--- src/rtl/cpe_pkg.sv ---
// Shared constants and types for the CPE instruction-fetch front end.
package cpe_pkg;

  localparam int ILEN = 32;
  localparam logic [ILEN-1:0] NOP_INSTR = 32'h0000_0013;
  localparam int PC_STEP = 4;
  localparam int XLEN_MAX = 64;

  typedef struct packed {
    logic [XLEN_MAX-1:0] pc;
    logic [ILEN-1:0]     instr;
  } fetch_entry_t;

endpackage

--- src/rtl/cpe_fetch_unit_if.sv ---
// Instruction-memory, redirect and decode handshake bundle of the fetch unit.
interface cpe_fetch_unit_if #(
  parameter int XLEN = 32
);

  logic            imem_req_w_o_h;
  logic [XLEN-1:0] imem_addr_w_o;
  logic            imem_gnt_w_i_h;
  logic            imem_rvalid_w_i_h;
  logic [31:0]     imem_rdata_w_i;
  logic            redir_w_i_h;
  logic [XLEN-1:0] redir_pc_w_i;
  logic            instr_valid_w_o_h;
  logic [31:0]     instr_w_o;
  logic [XLEN-1:0] pc_w_o;
  logic            instr_ready_w_i_h;

  modport master (
    output imem_req_w_o_h, imem_addr_w_o,
    output instr_valid_w_o_h, instr_w_o, pc_w_o,
    input  imem_gnt_w_i_h, imem_rvalid_w_i_h,
    input  imem_rdata_w_i, redir_w_i_h,
    input  redir_pc_w_i, instr_ready_w_i_h
  );

  modport slave (
    input  imem_req_w_o_h, imem_addr_w_o,
    input  instr_valid_w_o_h, instr_w_o, pc_w_o,
    output imem_gnt_w_i_h, imem_rvalid_w_i_h,
    output imem_rdata_w_i, redir_w_i_h,
    output redir_pc_w_i, instr_ready_w_i_h
  );

endinterface

--- src/rtl/cpe_sync_fifo.sv ---
// Synchronous FIFO with flush and occupancy output; DEPTH is a power of 2.
module cpe_sync_fifo #(
  parameter int WIDTH = 64,
  parameter int DEPTH = 4
) (
  input  logic                   clk,
  input  logic                   rst_n,
  input  logic                   i_flush,
  input  logic                   i_push,
  input  logic [WIDTH-1:0]       i_data,
  input  logic                   i_pop,
  output logic [WIDTH-1:0]       o_data,
  output logic [$clog2(DEPTH):0] o_count,
  output logic                   o_empty
);

  localparam int AW = $clog2(DEPTH);

  logic [WIDTH-1:0] r_mem [DEPTH];
  logic [AW-1:0]    r_wp;
  logic [AW-1:0]    r_rp;
  logic [AW:0]      r_cnt;

  always_ff @(posedge clk) begin
    if (i_push)
      r_mem[r_wp] <= i_data;
  end

  always_ff @(posedge clk or negedge rst_n) begin
    if (!rst_n) begin
      r_wp  <= '0;
      r_rp  <= '0;
      r_cnt <= '0;
    end else if (i_flush) begin
      r_wp  <= '0;
      r_rp  <= '0;
      r_cnt <= '0;
    end else begin
      if (i_push)
        r_wp <= r_wp + AW'(1);
      if (i_pop)
        r_rp <= r_rp + AW'(1);
      unique case ({i_push, i_pop})
        2'b10:   r_cnt <= r_cnt + (AW+1)'(1);
        2'b01:   r_cnt <= r_cnt - (AW+1)'(1);
        default: r_cnt <= r_cnt;
      endcase
    end
  end

  assign o_data  = r_mem[r_rp];
  assign o_count = r_cnt;
  assign o_empty = (r_cnt == '0);

endmodule

--- src/rtl/cpe_fetch_unit.sv ---
// RV32I fetch front end: credit-limited imem requests, prefetch queue, redirect flush.
// CPE_FETCH_PERF_EN adds saturating stall/flush counters.
module cpe_fetch_unit
  import cpe_pkg::*;
#(
  parameter int              XLEN     = 32,
  parameter int              DEPTH    = 4,
  parameter logic [XLEN-1:0] RESET_PC = '0
) (
  input  logic              clk_w_i,
  input  logic              res_w_i_l,
  cpe_fetch_unit_if.master  bus
`ifdef CPE_FETCH_PERF_EN
  ,
  output logic [31:0]       stall_cnt_w_o,
  output logic [31:0]       flush_cnt_w_o
`endif
);

  localparam int CW = $clog2(DEPTH) + 1;

  logic [XLEN-1:0]      r_pc;
  logic [XLEN-1:0]      r_resp_pc;
  logic [CW-1:0]        r_infl;
  logic [CW-1:0]        r_disc;
  logic                 r_run;

  logic [CW-1:0]        w_occ;
  logic                 w_empty;
  logic [XLEN+ILEN-1:0] w_head;
  logic [XLEN-1:0]      w_tgt;
  logic                 w_redir;
  logic                 w_rvalid;
  logic                 w_credit;
  logic                 w_req;
  logic                 w_issue;
  logic                 w_drop;
  logic                 w_push;
  logic                 w_pop;

  assign w_redir  = bus.redir_w_i_h;
  assign w_rvalid = bus.imem_rvalid_w_i_h;
  assign w_tgt    = bus.redir_pc_w_i & ~XLEN'(3);

  // Queued plus outstanding fetches never exceed the queue size.
  assign w_credit = ({1'b0, w_occ} + {1'b0, r_infl}) < (CW+1)'(DEPTH);
  assign w_req    = r_run & w_credit & ~w_redir;
  assign w_issue  = w_req & bus.imem_gnt_w_i_h;
  assign w_drop   = w_rvalid & (w_redir | (r_disc != '0));
  assign w_push   = w_rvalid & ~w_drop;
  assign w_pop    = ~w_empty & bus.instr_ready_w_i_h & ~w_redir;

  always_ff @(posedge clk_w_i or negedge res_w_i_l) begin
    if (!res_w_i_l) begin
      r_pc      <= RESET_PC;
      r_resp_pc <= RESET_PC;
      r_infl    <= '0;
      r_disc    <= '0;
      r_run     <= 1'b0;
    end else begin
      r_run  <= 1'b1;
      r_infl <= r_infl + CW'(w_issue) - CW'(w_rvalid);
      if (w_redir) begin
        r_pc      <= w_tgt;
        r_resp_pc <= w_tgt;
        r_disc    <= r_infl - CW'(w_rvalid);
      end else begin
        if (w_issue)
          r_pc <= r_pc + XLEN'(PC_STEP);
        if (w_push)
          r_resp_pc <= r_resp_pc + XLEN'(PC_STEP);
        if (w_rvalid && r_disc != '0)
          r_disc <= r_disc - CW'(1);
      end
    end
  end

  cpe_sync_fifo #(
    .WIDTH (XLEN + ILEN),
    .DEPTH (DEPTH)
  ) u_fifo (
    .clk     (clk_w_i),
    .rst_n   (res_w_i_l),
    .i_flush (w_redir),
    .i_push  (w_push),
    .i_data  ({r_resp_pc, bus.imem_rdata_w_i}),
    .i_pop   (w_pop),
    .o_data  (w_head),
    .o_count (w_occ),
    .o_empty (w_empty)
  );

  assign bus.imem_req_w_o_h    = w_req;
  assign bus.imem_addr_w_o     = r_pc;
  assign bus.instr_valid_w_o_h = ~w_empty;
  assign bus.instr_w_o         = w_empty ? NOP_INSTR : w_head[ILEN-1:0];
  assign bus.pc_w_o            = w_empty ? '0 : w_head[XLEN+ILEN-1:ILEN];

`ifdef CPE_FETCH_PERF_EN
  logic [31:0] r_stall_cnt;
  logic [31:0] r_flush_cnt;

  always_ff @(posedge clk_w_i or negedge res_w_i_l) begin
    if (!res_w_i_l) begin
      r_stall_cnt <= '0;
      r_flush_cnt <= '0;
    end else begin
      if (w_empty && r_stall_cnt != '1)
        r_stall_cnt <= r_stall_cnt + 32'd1;
      if (w_redir && r_flush_cnt != '1)
        r_flush_cnt <= r_flush_cnt + 32'd1;
    end
  end

  assign stall_cnt_w_o = r_stall_cnt;
  assign flush_cnt_w_o = r_flush_cnt;
`endif

endmodule

--- src/flat_wrapper.sv ---
// flat-port wrapper written by rule: the top's interface ports become plain ports
module cpe_fetch_unit_flat import cpe_pkg::*;
#(
  parameter int              XLEN     = 32,
  parameter int              DEPTH    = 4,
  parameter logic [XLEN-1:0] RESET_PC = '0
)
  (clk_w_i, res_w_i_l, bus_imem_req_w_o_h, bus_imem_addr_w_o, bus_instr_valid_w_o_h, bus_instr_w_o, bus_pc_w_o, bus_imem_gnt_w_i_h, bus_imem_rvalid_w_i_h, bus_imem_rdata_w_i, bus_redir_w_i_h, bus_redir_pc_w_i, bus_instr_ready_w_i_h);
  cpe_fetch_unit_if #(.XLEN(XLEN)) bus_i ();
  input  logic clk_w_i;
  input  logic res_w_i_l;
  output wire logic [$bits(bus_i.imem_req_w_o_h)-1:0] bus_imem_req_w_o_h;
  output wire logic [$bits(bus_i.imem_addr_w_o)-1:0] bus_imem_addr_w_o;
  output wire logic [$bits(bus_i.instr_valid_w_o_h)-1:0] bus_instr_valid_w_o_h;
  output wire logic [$bits(bus_i.instr_w_o)-1:0] bus_instr_w_o;
  output wire logic [$bits(bus_i.pc_w_o)-1:0] bus_pc_w_o;
  input wire logic [$bits(bus_i.imem_gnt_w_i_h)-1:0] bus_imem_gnt_w_i_h;
  input wire logic [$bits(bus_i.imem_rvalid_w_i_h)-1:0] bus_imem_rvalid_w_i_h;
  input wire logic [$bits(bus_i.imem_rdata_w_i)-1:0] bus_imem_rdata_w_i;
  input wire logic [$bits(bus_i.redir_w_i_h)-1:0] bus_redir_w_i_h;
  input wire logic [$bits(bus_i.redir_pc_w_i)-1:0] bus_redir_pc_w_i;
  input wire logic [$bits(bus_i.instr_ready_w_i_h)-1:0] bus_instr_ready_w_i_h;
  assign bus_imem_req_w_o_h = bus_i.imem_req_w_o_h;
  assign bus_imem_addr_w_o = bus_i.imem_addr_w_o;
  assign bus_instr_valid_w_o_h = bus_i.instr_valid_w_o_h;
  assign bus_instr_w_o = bus_i.instr_w_o;
  assign bus_pc_w_o = bus_i.pc_w_o;
  assign bus_i.imem_gnt_w_i_h = bus_imem_gnt_w_i_h;
  assign bus_i.imem_rvalid_w_i_h = bus_imem_rvalid_w_i_h;
  assign bus_i.imem_rdata_w_i = bus_imem_rdata_w_i;
  assign bus_i.redir_w_i_h = bus_redir_w_i_h;
  assign bus_i.redir_pc_w_i = bus_redir_pc_w_i;
  assign bus_i.instr_ready_w_i_h = bus_instr_ready_w_i_h;
  cpe_fetch_unit #(.XLEN(XLEN), .DEPTH(DEPTH), .RESET_PC(RESET_PC)) u_core (.clk_w_i(clk_w_i), .res_w_i_l(res_w_i_l), .bus(bus_i));
endmodule
--- config.mk ---
export PLATFORM = sky130hd
export DESIGN_NAME = cpe_fetch_unit_flat
export DESIGN_NICKNAME = d
export VERILOG_FILES = /design/src/rtl/cpe_pkg.sv /design/src/rtl/cpe_fetch_unit_if.sv /design/src/rtl/cpe_sync_fifo.sv /design/src/rtl/cpe_fetch_unit.sv /design/src/flat_wrapper.sv
export SDC_FILE = /design/constraint.sdc
export NUM_CORES = 1
export LEC_CHECK = 0
export CAP_MARGIN = 20
export CORE_MARGIN = 2
export CORE_UTILIZATION = 50
export CTS_BUF_LIST = sky130_fd_sc_hd__clkbuf_8
export DETAILED_ROUTE_END_ITERATION = 16
export PLACE_DENSITY = 0.84
export REMOVE_ABC_BUFFERS = 1
export SLEW_MARGIN = 10
export SYNTH_ARGS = -nofsm -noshare
export SYNTH_HDL_FRONTEND = slang
export SYNTH_SLANG_ARGS = --single-unit
--- constraint.sdc ---
create_clock -name clk_w_i -period 6.6 [get_ports clk_w_i]
set_clock_uncertainty 0.15 [all_clocks]
set_input_delay 1.32 -clock clk_w_i [delete_from_list [all_inputs] [get_ports clk_w_i]]
set_output_delay 1.32 -clock clk_w_i [all_outputs]
set_load 0.02 [all_outputs]
; After elaboration in Yosys (flattened, before gate mapping)
; Memories as Yosys holds them, arrays and structs flattened.
; Index checks and enable logic that the tools add are counted.
; Widths: inputs -> output; s select.
[op_classes]
add_sub_neg = 11
n_lt_le_gt_ge = 1
eq_ne = 2
muxes = 16
bitwise_logic = 11
reduce_logical = 8
[op_table]
columns = operator, n
row1 = $mux 32, 6
row2 = $add 32x3->32 const B, 2
row3 = $mux 3, 3
row4 = $mux 2, 4
row5 = $reduce_bool 2->1, 4
row6 = $and 1x1->1, 7
row7 = $pmux 3 s2, 1
row8 = $reduce_bool 3->1, 2
row9 = $sub 3x1->3, 2
row10 = $sub 3x1->3 const B, 2
row11 = $add 2x1->2 const B, 2
row12 = $add 3x3->4, 1
row13 = $lt 4x3->1 const B, 1
row14 = $add 3x1->3, 1
row15 = $add 3x1->3 const B, 1
row16 = $logic_not 3->1, 1
row17 = $not 1->1, 3
row18 = $eq 2x1->1 const B, 1
row19 = $eq 2x2->1 const B, 1
row20 = $mux 1, 2
row21 = $logic_and 1x1->1, 1
row22 = $or 1x1->1, 1
[totals]
ff_bits = 78
ram_bits = 256
inputBits = 70
mem_count = 1
[memory_table]
columns = name, words, word_bits, read_ports, rd_clocked_by_memory_dff, wr, line
row1 = u_core.u_fifo.r_mem, 4, 64, 1, 0, 1, cpe_sync_fifo.sv:19  ; logic [WIDTH-1:0] r_mem [DEPTH];

; Depth between registers and ports, before layout
; Gate-level depths: netlist of run 1.
[logic_depth]
depth_word = 8
mapped_depth = 11
mapped_depth_nobuf = 9

; Hierarchy
; A second synthesis of run 1 with hierarchy kept.
[hier_totals]
hier_cells = 856
hier_area_um2 = 13945.9
[by_module_without_submodules]
columns = mod, instances, cells_per_inst, area_per_inst_um2
row1 = cpe_sync_fifo, 1, 374, 9651.8
row2 = cpe_fetch_unit, 1, 482, 4294.1

; Least setup slack after synthesis of run 1
; No wires, ideal clock.
[synth_timing]
path_kind = input -> register
start = in bus_imem_rvalid_w_i_h
end = mem u_core.u_fifo.r_mem[0][0], enable pin
arrival_time_ns = 3.590
required_time_ns = 6.023
setup_slack_ns = 2.433
cell_stages = 4
cell_sequence = and3b_2 -> clkbuf_1 -> clkbuf_1 -> and3_1
[synth_between]
elab_chain_len = 5
[synth_rtl]
columns = element, line
row1 = start: declaration, flat_wrapper.sv:18  ; input wire logic [$bits(bus_i.imem_rvalid_w_i_h)-1:0] bus_imem_rvalid_w_i_h;
row2 = $and 1x1->1, cpe_fetch_unit.sv:49  ; assign w_drop = w_rvalid & (w_redir | (r_disc != '0));
row3 = $not 1->1, cpe_fetch_unit.sv:50  ; assign w_push = w_rvalid & ~w_drop;
row4 = $and 1x1->1 (*), cpe_fetch_unit.sv:50
row5 = $mux 1 (*), cpe_sync_fifo.sv:25  ; if (i_push)
row6 = $mux 1 (not written as such) (*), cpe_sync_fifo.sv:26  ; r_mem[r_wp] <= i_data;
row7 = end: declaration, cpe_sync_fifo.sv:19
; Mark *: on every way between the ends. The rest lies on a longest branch, timed or not.

; Worst setup path in the final report of run 1
[layout_timing]
start = reg u_core.u_fifo.r_rp[0]
end = out bus_pc_w_o[31]
[layout_between]
elab_chain_len = 2
[layout_rtl]
columns = element, line
row1 = start: declaration, cpe_sync_fifo.sv:21  ; logic [AW-1:0] r_rp;
row2 = start signal: assignment, cpe_sync_fifo.sv:42  ; r_rp <= r_rp + AW'(1);
row3 = $mem_v2 4x64, -
row4 = $mux 32, cpe_fetch_unit.sv:97  ; assign bus.pc_w_o = w_empty ? '0 : w_head[XLEN+ILEN-1:ILEN];
row5 = end: declaration, flat_wrapper.sv:16  ; output wire logic [$bits(bus_i.pc_w_o)-1:0] bus_pc_w_o;
; Every way passes these cells.

==> results.sh, run 1 <==
export IMPL_status="finished clean"
export IMPL_hold_class="reg2reg"
export IMPL_power_density_mw_per_mm2=364
export IMPL_area_growth_pct=21.5
export IMPL_gp_congestion=0.762
export IMPL_synth_seq_cells=322
export IMPL_synth_async_reset_ratio_pct=23.0
export IMPL_dp_hpwl_um=17200
export IMPL_post_cts_setup_buffers=0
export IMPL_final_setup_tns_ns=0
export IMPL_instances_no_fill=1404
export IMPL_syn_area_mm2=0.0137
export IMPL_synthCells=839
export IMPL_grt_antenna_before_repair=1
export IMPL_end_kind="output pin"
export IMPL_synth_distinct_cells=46
export IMPL_via_per_inst=5.64
export IMPL_clock_path_buffers=3
export IMPL_grt_max_degree=75
export IMPL_die_h_um=169
export IMPL_routedWlPerCell_um=20.4
export IMPL_cp_arrival_ns=3.44
export IMPL_start_util_pct=50.8
export IMPL_overflow=0
export IMPL_portBuffers=161
export IMPL_track_usage_pct=20.1
export IMPL_coreArea_mm2=0.0270
export IMPL_ioPinCount=168
export IMPL_synth_edff_count=248
export IMPL_max_freq_mhz=204
export IMPL_rows=60
export IMPL_yosys_area_top_type="edfxtp_1"
export IMPL_maxCapViolCount=0
export IMPL_cp_required_ns=5.13
export IMPL_synth_yosys_seq_area_share_pct=67.9
export IMPL_drtPass1Iterations=6
export IMPL_ys_warn_count=0
export IMPL_min_period_ns=4.91
export IMPL_drtIter0Drc=627
export IMPL_yosysMostFrequentCell="edfxtp_1"
export IMPL_clk_latency_ns=0.57
export IMPL_drt_total_wl_um=28600
export IMPL_hold_viol=0
export IMPL_htreeDepth=2
export IMPL_tightest_slew_ns=1.04
export IMPL_post_synth_cell_area_avg_um2=16.3
export IMPL_synth_top_area_share_pct=54.4
export IMPL_pre_cts_slack_ns=2.16
export IMPL_cts_clk_slew_worst_paths_ns=0.06
export IMPL_path_class="reg2out"
export IMPL_synth_commonest_cells="248 x edfxtp_1, 74 x dfrtp_1, 62 x mux4_2, 60 x and2_1, 31 x nand2_1"
export IMPL_grt_pass1_vias=8221
export IMPL_final_period_utilization_pct=74.4
export IMPL_drc=0
export IMPL_setup_slack_ns=1.69
export IMPL_clock_sinks=322
export IMPL_cts_buffers=51
export IMPL_cts_tree="yes"
export IMPL_fp_dieW_um=169
export IMPL_ir_worst_vdd_v=0.000253
export IMPL_ys_flop_type="edfxtp_1"
export IMPL_nets=1105
export IMPL_hold_buffers=0
export IMPL_slew_viol_final=0
export IMPL_grt_setup_unrepaired="no"
export IMPL_vias=7912
export IMPL_post_cts_resized=0
export IMPL_start_kind="register"
export IMPL_setup_viol=0
export IMPL_path_max_fanout=44
export IMPL_final_layout_size_suffix_gt1_share_pct=17.6
export IMPL_leakagePower_uw=0.00582
export IMPL_cts_root_buffer="clkbuf_8"
export IMPL_relSlewSlack_pct=30.9
export IMPL_ant_nets=0
export IMPL_dpl_cell_count=1305
export IMPL_grt_pass1_wl_um=44300
export IMPL_die_area_mm2=0.0287
export IMPL_synth_area_leaders="edfxtp_1 54%, dfrtp_1 14%, mux4_2 10%"
## area by class of cell
class | count | area (µm²)
Fill cell | 1966 | 10300
Sequential cell | 322 | 9300
Multi-Input combinational cell | 449 | 4130
Timing Repair Buffer | 169 | 1680
Clock buffer | 58 | 798
Tap cell | 341 | 427
Clock inverter | 38 | 196
Inverter | 26 | 97.6
Antenna cell | 1 | 2.50
## cell families (layout without fill, tap and decap cells)
kind of cell | count (synthesis) | in the layout | share of synthesized area, %
AND/OR/NAND/NOR | 233 | 233 | 9.92
AO/OA/AOI/OAI | 46 | 46 | 2.10
flip-flops | 322 | 322 | 67.9
buffers and inverters | 71 | 291 | 2.17
XOR/XNOR | 58 | 58 | 3.71
other | 2 | 6 | 0.0548
multiplexers | 91 | 91 | 12.6
adder cells (fa/ha/maj) | 16 | 16 | 1.57
## placed cells by master, fill, tap and decap left out, types with 29 or more instances in the layout
| master | synthesis | routed |
|---|---|---|
| edfxtp_1 | 248 | 248 |
| mux4_2 | 62 | 62 |
| clkdlybuf4s50_1 | 0 | 160 |
| inv_1 | 26 | 44 |
| and2_1 | 60 | 60 |
| dfrtp_1 | 74 | 72 |
| xnor2_1 | 29 | 29 |
| nand2_1 | 31 | 31 |
| clkbuf_8 | 0 | 58 |
| xor2_1 | 29 | 29 |
## metal layers
| metal | up-vias | part of all wire, % | track usage, % |
|---|---|---|---|
| met3 | 46 | 5.4 | 4.06 |
| met5 | - | 0 | 0 |
| met2 | 266 | 52 | 34.4 |
| met4 | 0 | 2.2 | 7.06 |
| li1 | 3573 | - | - |
| met1 | 4027 | 41 | 25.7 |
## worst max-delay path, stage by stage (launching register included)
cell and delay (ns):
dfrtp_4 0.99, buf_4 0.52, mux4_2 0.57, and2_1 0.19
clkdlybuf4s50_1 0.54
## through the flow
stage	hold WS, ns	util [%]	instance area [µm²]	total power [µW]
global route	0.420	61.7	16600	6350
CTS	0.385	61.6	16600	6120
global placement	0.346	57.9	15600	4460
floorplan	0.326	-	13500	3660
finish	0.386	61.7	16600	6050
detailed placement	0.374	57.9	15600	4510
## registers in the layout, summed over array words and instances, names as in the netlist
signal	cells
u_core.bus.imem_addr_w_o	30
u_core.r_disc	3
u_core.r_infl	3
u_core.r_resp_pc	30
u_core.r_run	1
u_core.u_fifo.o_count	3
u_core.u_fifo.r_mem	248
u_core.u_fifo.r_rp	2
u_core.u_fifo.r_wp	2
## report_power, final
part	internal [µW]	switching (µW)	total, µW
combinational	965	953	1920
clock	847	765	1610
sequential	2320	196	2520
total	4140	1910	6050
## path summary, 6_finish.rpt
kind                                                    from  depth (start not counted)  slack [ns]                                        to
setup / recovery           u_core.u_fifo.r_rp[0]$_DFFE_PN0P_                          4        1.69                            bus_pc_w_o[31]
hold / removal                    u_core.r_infl[2]$_DFF_PN0_                          1        0.39                u_core.r_infl[2]$_DFF_PN0_
setup reg to reg                u_core.r_disc[0]$_DFFE_PN0P_                          7        3.85          u_core.r_resp_pc[23]$_DFFE_PN0N_
hold reg to reg                   u_core.r_infl[2]$_DFF_PN0_                          1        0.39                u_core.r_infl[2]$_DFF_PN0_
max in group asynchronous                          res_w_i_l                          3        5.12         u_core.u_fifo.r_rp[0]$_DFFE_PN0P_
min in group asynchronous                          res_w_i_l                          2        0.58  u_core.bus.imem_addr_w_o[10]$_DFFE_PN0P_
No activity file was read; power rests on OpenSTA's default activity.
==> run 2, diff against run 1 <==
- PLACE_DENSITY: 0.84 -> 0.87
- clock period: 6.6 -> 4.4 ns (I/O delays scaled with it)
==> run 2 against run 1 <==
Net effect: setup slack got worse by 1.2 ns; hold slack got worse by 0.23 ns; via count decreased by 0.30%; total power grew 48%; count of clock-buffer cells in the layout fell by 6; final cell count increased by 0.50%; sequential power up 47%; first-iteration DRC count is 19% higher; design area up 0.29%; combinational power increased by 57%; critical path depth stayed put; register-to-register slack worse by 2.3 ns; critical path type unchanged; largest power group unchanged; highest routed layer is now met5.
==> results.sh, run 2 (synthesis results as in run 1) <==
export IMPL_status="finished clean"
export IMPL_fin_util_pct=61.9
export IMPL_gp_congestion=0.808
export IMPL_cpPeakStageDelay_ns=0.69
export IMPL_setup_viol=0
export IMPL_ir_worst_vdd_v=0.000366
export IMPL_grt_max_degree=69
export IMPL_min_period_ns=3.95
export IMPL_ioPinCount=168
export IMPL_drc=0
export IMPL_fp_dieW_um=169
export IMPL_portBuffers=161
export IMPL_cts_tree="yes"
export IMPL_grt_pass1_wl_um=45000
export IMPL_design_area_mm2=0.0167
export IMPL_hold_class="in2async"
export IMPL_relSlewSlack_pct=47.1
export IMPL_largest_register_ffs=248
export IMPL_rows=60
export IMPL_p_total_uw=8950
export IMPL_final_setup_tns_ns=0
export IMPL_vias=7888
export IMPL_cp_top_family="buffers and inverters"
export IMPL_drtIter0Drc=745
export IMPL_cts_root_buffer="clkbuf_8"
export IMPL_hold_buffers=0
export IMPL_clk_latency_ns=0.57
export IMPL_maxCapViolCount=0
export IMPL_routedWlPerCell_um=20.5
export IMPL_grt_setup_unrepaired="no"
export IMPL_clock_sinks=322
export IMPL_path_max_fanout=35
export IMPL_post_cts_setup_buffers=0
export IMPL_tightest_slew_ns=0.794
export IMPL_r2r_end="u_core.bus.imem_addr_w_o[31]$_DFFE_PN0P_"
export IMPL_instances_no_fill=1411
export IMPL_regToRegSetupSlack_ns=1.58
export IMPL_slew_viol_final=0
export IMPL_path_class="reg2out"
export IMPL_clock_path_buffers=3
export IMPL_coreArea_mm2=0.0270
export IMPL_power_density_mw_per_mm2=536
export IMPL_nets=1114
export IMPL_overflow=0
export IMPL_grt_pass1_vias=8384
export IMPL_dp_hpwl_um=18700
export IMPL_cts_clk_slew_worst_paths_ns=0.06
export IMPL_leakagePower_uw=0.00583
export IMPL_reg2reg_from="u_core.u_fifo.o_count[2]$_DFFE_PN0P_"
export IMPL_via_per_inst=5.59
export IMPL_post_cts_resized=0
export IMPL_drt_total_wl_um=28900
export IMPL_start_kind="register"
export IMPL_path_depth=4
export IMPL_place_area_mm2=0.0158
export IMPL_dpl_cell_count=1318
export IMPL_final_common_cell="edfxtp_1"
export IMPL_ant_nets=0
export IMPL_start_util_pct=50.8
export IMPL_hold_viol=0
export IMPL_cts_buffers=49
export IMPL_cp_arrival_ns=2.92
export IMPL_cp_required_ns=3.37
export IMPL_most_common_layout_cells="248 x edfxtp_1, 160 x clkdlybuf4s50_1, 72 x dfrtp_1"
export IMPL_max_freq_mhz=253
export IMPL_end_kind="output pin"
export IMPL_final_layout_size_suffix_gt1_share_pct=17.9
export IMPL_htreeDepth=2
export IMPL_die_area_mm2=0.0287
export IMPL_area_growth_pct=21.9
export IMPL_crit_slowest_cell="dfrtp_4"
export IMPL_grt_antenna_before_repair=3
export IMPL_top_register="u_core.u_fifo.r_mem"
export IMPL_die_h_um=169
export IMPL_worstPathCellList="buf_12 > mux4_2 > and2_1 > clkdlybuf4s50_1"
export IMPL_critPathBufInv=2
export IMPL_track_usage_pct=20.5
export IMPL_final_period_utilization_pct=89.7
export IMPL_ff2ff_path_depth=7
export IMPL_drtPass1Iterations=5
[run 2: cell types whose count changed in the layout (fill, tap and decap cells not counted), moves of 2 or more]
cell / previous run / this run
clkinv_1: 9 / 12
inv_8: 0 / 2
buf_12: 0 / 7
clkbuf_8: 58 / 52
buf_4: 6 / 12
[run 2: metal layers]
metal  up-vias  routed length (µm)  global-route usage (%)
met3        49                1700                    3.96
met2       298               14800                    35.0
met1      3969               11800                    26.3
met5         -                  13                       0
met4         2                 632                    7.25
li1       3570                   -                       -
[run 2: power breakdown]
| part | leakage [µW] | internal, µW | switching (µW) |
|---|---|---|---|
| sequential | 0.00309 | 3490 | 226 |
| clock | 0.000528 | 1100 | 1120 |
| combinational | 0.00222 | 1520 | 1500 |
| total | 0.00583 | 6110 | 2840 |
[run 2: final cells by class]
class	count	area, µm²
diodes	2	5.00
clock buffers	52	716
clock inverters	39	173
fillers	1873	10300
inverters	26	97.6
multi-input cells	449	4130
flip-flops and latches	322	9300
well taps	341	427
repair buffers	180	1840
[run 2: worst max path at each step]
stage / from / endpoint / slack (ns)
after floorplan: u_core.u_fifo.r_rp[0]$_DFFE_PN0P_ / bus_instr_w_o[0] / -0.14
after global placement: bus_imem_rvalid_w_i_h / u_core.r_resp_pc[23]$_DFFE_PN0N_ / 0.90
after detailed placement: bus_imem_rvalid_w_i_h / u_core.r_resp_pc[23]$_DFFE_PN0N_ / 0.88
after CTS: u_core.u_fifo.r_rp[0]$_DFFE_PN0P_ / bus_pc_w_o[17] / 0.39
after global routing: u_core.u_fifo.r_rp[0]$_DFFE_PN0P_ / bus_pc_w_o[17] / 0.31
final: u_core.u_fifo.r_rp[0]$_DFFE_PN0P_ / bus_pc_w_o[17] / 0.45
[run 2: per-stage QoR]
| step | setup slack, ns | hold WS, ns |
|---|---|---|
| 4_1_cts | 0.391 | 0.160 |
| 5_1_grt | 0.311 | 0.195 |
| 3_5_place_dp | 0.878 | 0.354 |
| 6_report | 0.451 | 0.158 |
| 3_3_place_gp | 0.899 | 0.345 |
| 2_1_floorplan | -0.137 | 0.326 |
==> run 3, diff against run 2 <==
- PLACE_DENSITY: 0.87 -> 0.84
- RECOVER_POWER: default -> 100
==> run 3 against run 2 <==
Net effect: the run now ends with max-capacitance violations, max-slew violations left; sequential power is essentially flat; critical path type unchanged; clock power rose by 5%; largest cell class unchanged; critical endpoint is now bus_pc_w_o[18]; non-clock buffer count is 5 higher; total power down 0.24%; wire length down 2.1%.
==> results.sh, run 3 (synthesis results as in run 1) <==
export IMPL_drc=0
export IMPL_cp_required_ns=3.37
export IMPL_maxCapViolCount=3
export IMPL_largest_register_ffs=248
export IMPL_cts_clk_slew_worst_paths_ns=0.07
export IMPL_path_max_fanout=34
export IMPL_met2_usage_pct=34.2
export IMPL_fin_util_pct=61.9
export IMPL_min_period_ns=4.05
export IMPL_portBuffers=161
export IMPL_post_cts_setup_buffers=0
export IMPL_die_area_mm2=0.0287
export IMPL_pre_cts_slack_ns=0.880
export IMPL_place_area_mm2=0.0158
export IMPL_leakagePower_uw=0.00592
export IMPL_hold_path_depth=0
export IMPL_ir_worst_vdd_v=0.000451
export IMPL_drtPass1Iterations=5
export IMPL_ioPinCount=168
export IMPL_track_usage_pct=20.0
export IMPL_final_layout_size_suffix_gt1_share_pct=17.4
export IMPL_via_per_inst=5.55
export IMPL_setup_viol=0
export IMPL_reg2reg_from="u_core.r_disc[0]$_DFFE_PN0P_"
export IMPL_post_cts_resized=0
export IMPL_ff2ff_path_depth=5
export IMPL_path_class="reg2out"
export IMPL_hold_class="reg2reg"
export IMPL_hold_viol=0
export IMPL_gp_congestion=0.777
export IMPL_critPathBufInv=2
export IMPL_coreArea_mm2=0.0270
export IMPL_top_usage_layer="met2"
export IMPL_vias=7849
export IMPL_routedWlPerCell_um=20.0
export IMPL_clk_latency_ns=0.56
export IMPL_dp_hpwl_um=18600
export IMPL_setup_slack_ns=0.345
export IMPL_final_common_cell="edfxtp_1"
export IMPL_cts_buffers=50
export IMPL_final_period_utilization_pct=92.2
export IMPL_grt_pass1_wl_um=44200
export IMPL_status="finished, violations left"
export IMPL_met3_usage_pct=3.99
export IMPL_relSlewSlack_pct=-83.4
export IMPL_max_freq_mhz=247
export IMPL_gr_usage_met1_pct=26.1
export IMPL_power_density_mw_per_mm2=535
export IMPL_hold_buffers=0
export IMPL_start_util_pct=50.8
export IMPL_cp_arrival_ns=3.02
export IMPL_nets=1120
export IMPL_slew_viol_final=108
export IMPL_cpPeakStageDelay_ns=0.74
export IMPL_grt_antenna_before_repair=2
export IMPL_clock_path_buffers=3
export IMPL_most_common_layout_cells="248 x edfxtp_1, 97 x dlygate4sd3_1, 72 x dfrtp_1"
export IMPL_ant_nets=0
export IMPL_start_kind="register"
export IMPL_grt_max_degree=58
export IMPL_cts_root_buffer="clkbuf_8"
export IMPL_p_total_uw=8930
export IMPL_overflow=0
export IMPL_die_h_um=169
export IMPL_crit_slowest_cell="dfrtp_2"
export IMPL_hold_path_endpoint="u_core.u_fifo.r_mem[0][48]$_DFFE_PP_"
export IMPL_fp_dieW_um=169
export IMPL_cts_tree="yes"
export IMPL_fill_cells=1969
export IMPL_htreeDepth=2
export IMPL_grt_setup_unrepaired="no"
export IMPL_top_register="u_core.u_fifo.r_mem"
export IMPL_end_kind="output pin"
export IMPL_r2r_end="u_core.u_fifo.r_mem[1][4]$_DFFE_PP_"
export IMPL_worstPathCellList="buf_12 > mux4_2 > and2_1 > dlygate4sd3_1"
export IMPL_drt_total_wl_um=28300
export IMPL_cp_top_family="buffers and inverters"
export IMPL_tightest_slew_ns=2.75
export IMPL_design_area_mm2=0.0167
export IMPL_rows=60
export IMPL_clock_sinks=322
export IMPL_grt_pass1_vias=8124
export IMPL_regToRegSetupSlack_ns=0.81
export IMPL_violations="max-capacitance violations, max-slew violations"
export IMPL_drtIter0Drc=544
export IMPL_hold_path_startpoint="u_core.r_resp_pc[16]$_DFFE_PN0N_"
export IMPL_area_growth_pct=21.8
## run 3: cell types whose count changed in the layout (fill, tap and decap cells not counted), sizes merged
| cell | delta |
|---|---|
| buf | -7 |
| clkdlybuf4s50 | -97 |
| inv | -3 |
| clkinv | -5 |
| clkinvlp | -1 |
| clkbuf | +19 |
| dlygate4sd3 | +97 |
## run 3: area by class of cell
type | count | area [µm²] | share of cell area (%)
sequential | 322 | 9300 | 55.8
multi-input combinational | 449 | 4090 | 24.5
timing repair buffer | 185 | 1820 | 10.9
clock buffer | 59 | 812 | 4.87
tap | 341 | 427 | 2.56
clock inverter | 30 | 133 | 0.795
inverter | 26 | 97.6 | 0.585
antenna | 2 | 5.00 | 0.0300
## run 3: worst max path at each step
stage | startpoint | endpoint | slack [ns] | cells after the start
floorplan | u_core.u_fifo.r_rp[0]$_DFFE_PN0P_ | bus_instr_w_o[0] | -0.14 | 2
global placement | bus_imem_rvalid_w_i_h | u_core.r_resp_pc[23]$_DFFE_PN0N_ | 0.89 | 6
detailed placement | bus_imem_rvalid_w_i_h | u_core.r_resp_pc[23]$_DFFE_PN0N_ | 0.88 | 6
CTS | u_core.u_fifo.r_rp[0]$_DFFE_PN0P_ | bus_instr_w_o[4] | 0.45 | 4
global route | u_core.u_fifo.r_rp[0]$_DFFE_PN0P_ | bus_instr_w_o[23] | 0.19 | 4
finish | u_core.u_fifo.r_rp[0]$_DFFE_PN0P_ | bus_pc_w_o[18] | 0.35 | 4
## run 3: routing by layer
layer / vias up / part of all wire [%] / wire, µm
met1: 3955 / 41 / 11700
li1: 3592 / - / -
met3: 46 / 5.9 / 1670
met4: 0 / 2.0 / 580
met5: - / 0 / 0
met2: 256 / 51 / 14400
## run 3: through the flow
stage,hold slack (ns),std cells,TNS [ns]
2_1_floorplan,0.326,797,-2.18
3_3_place_gp,0.347,1323,0
3_5_place_dp,0.376,1323,0
4_1_cts,0.166,1412,0
5_1_grt,0.399,1413,0
6_report,0.376,1414,0
## run 3: power by group
part	total, µW	switching (µW)	internal, µW	leakage, µW
Combinational	2900	1470	1430	0.00228
Clock	2340	1120	1220	0.000549
Sequential	3700	213	3490	0.00309
Total	8930	2800	6140	0.00592
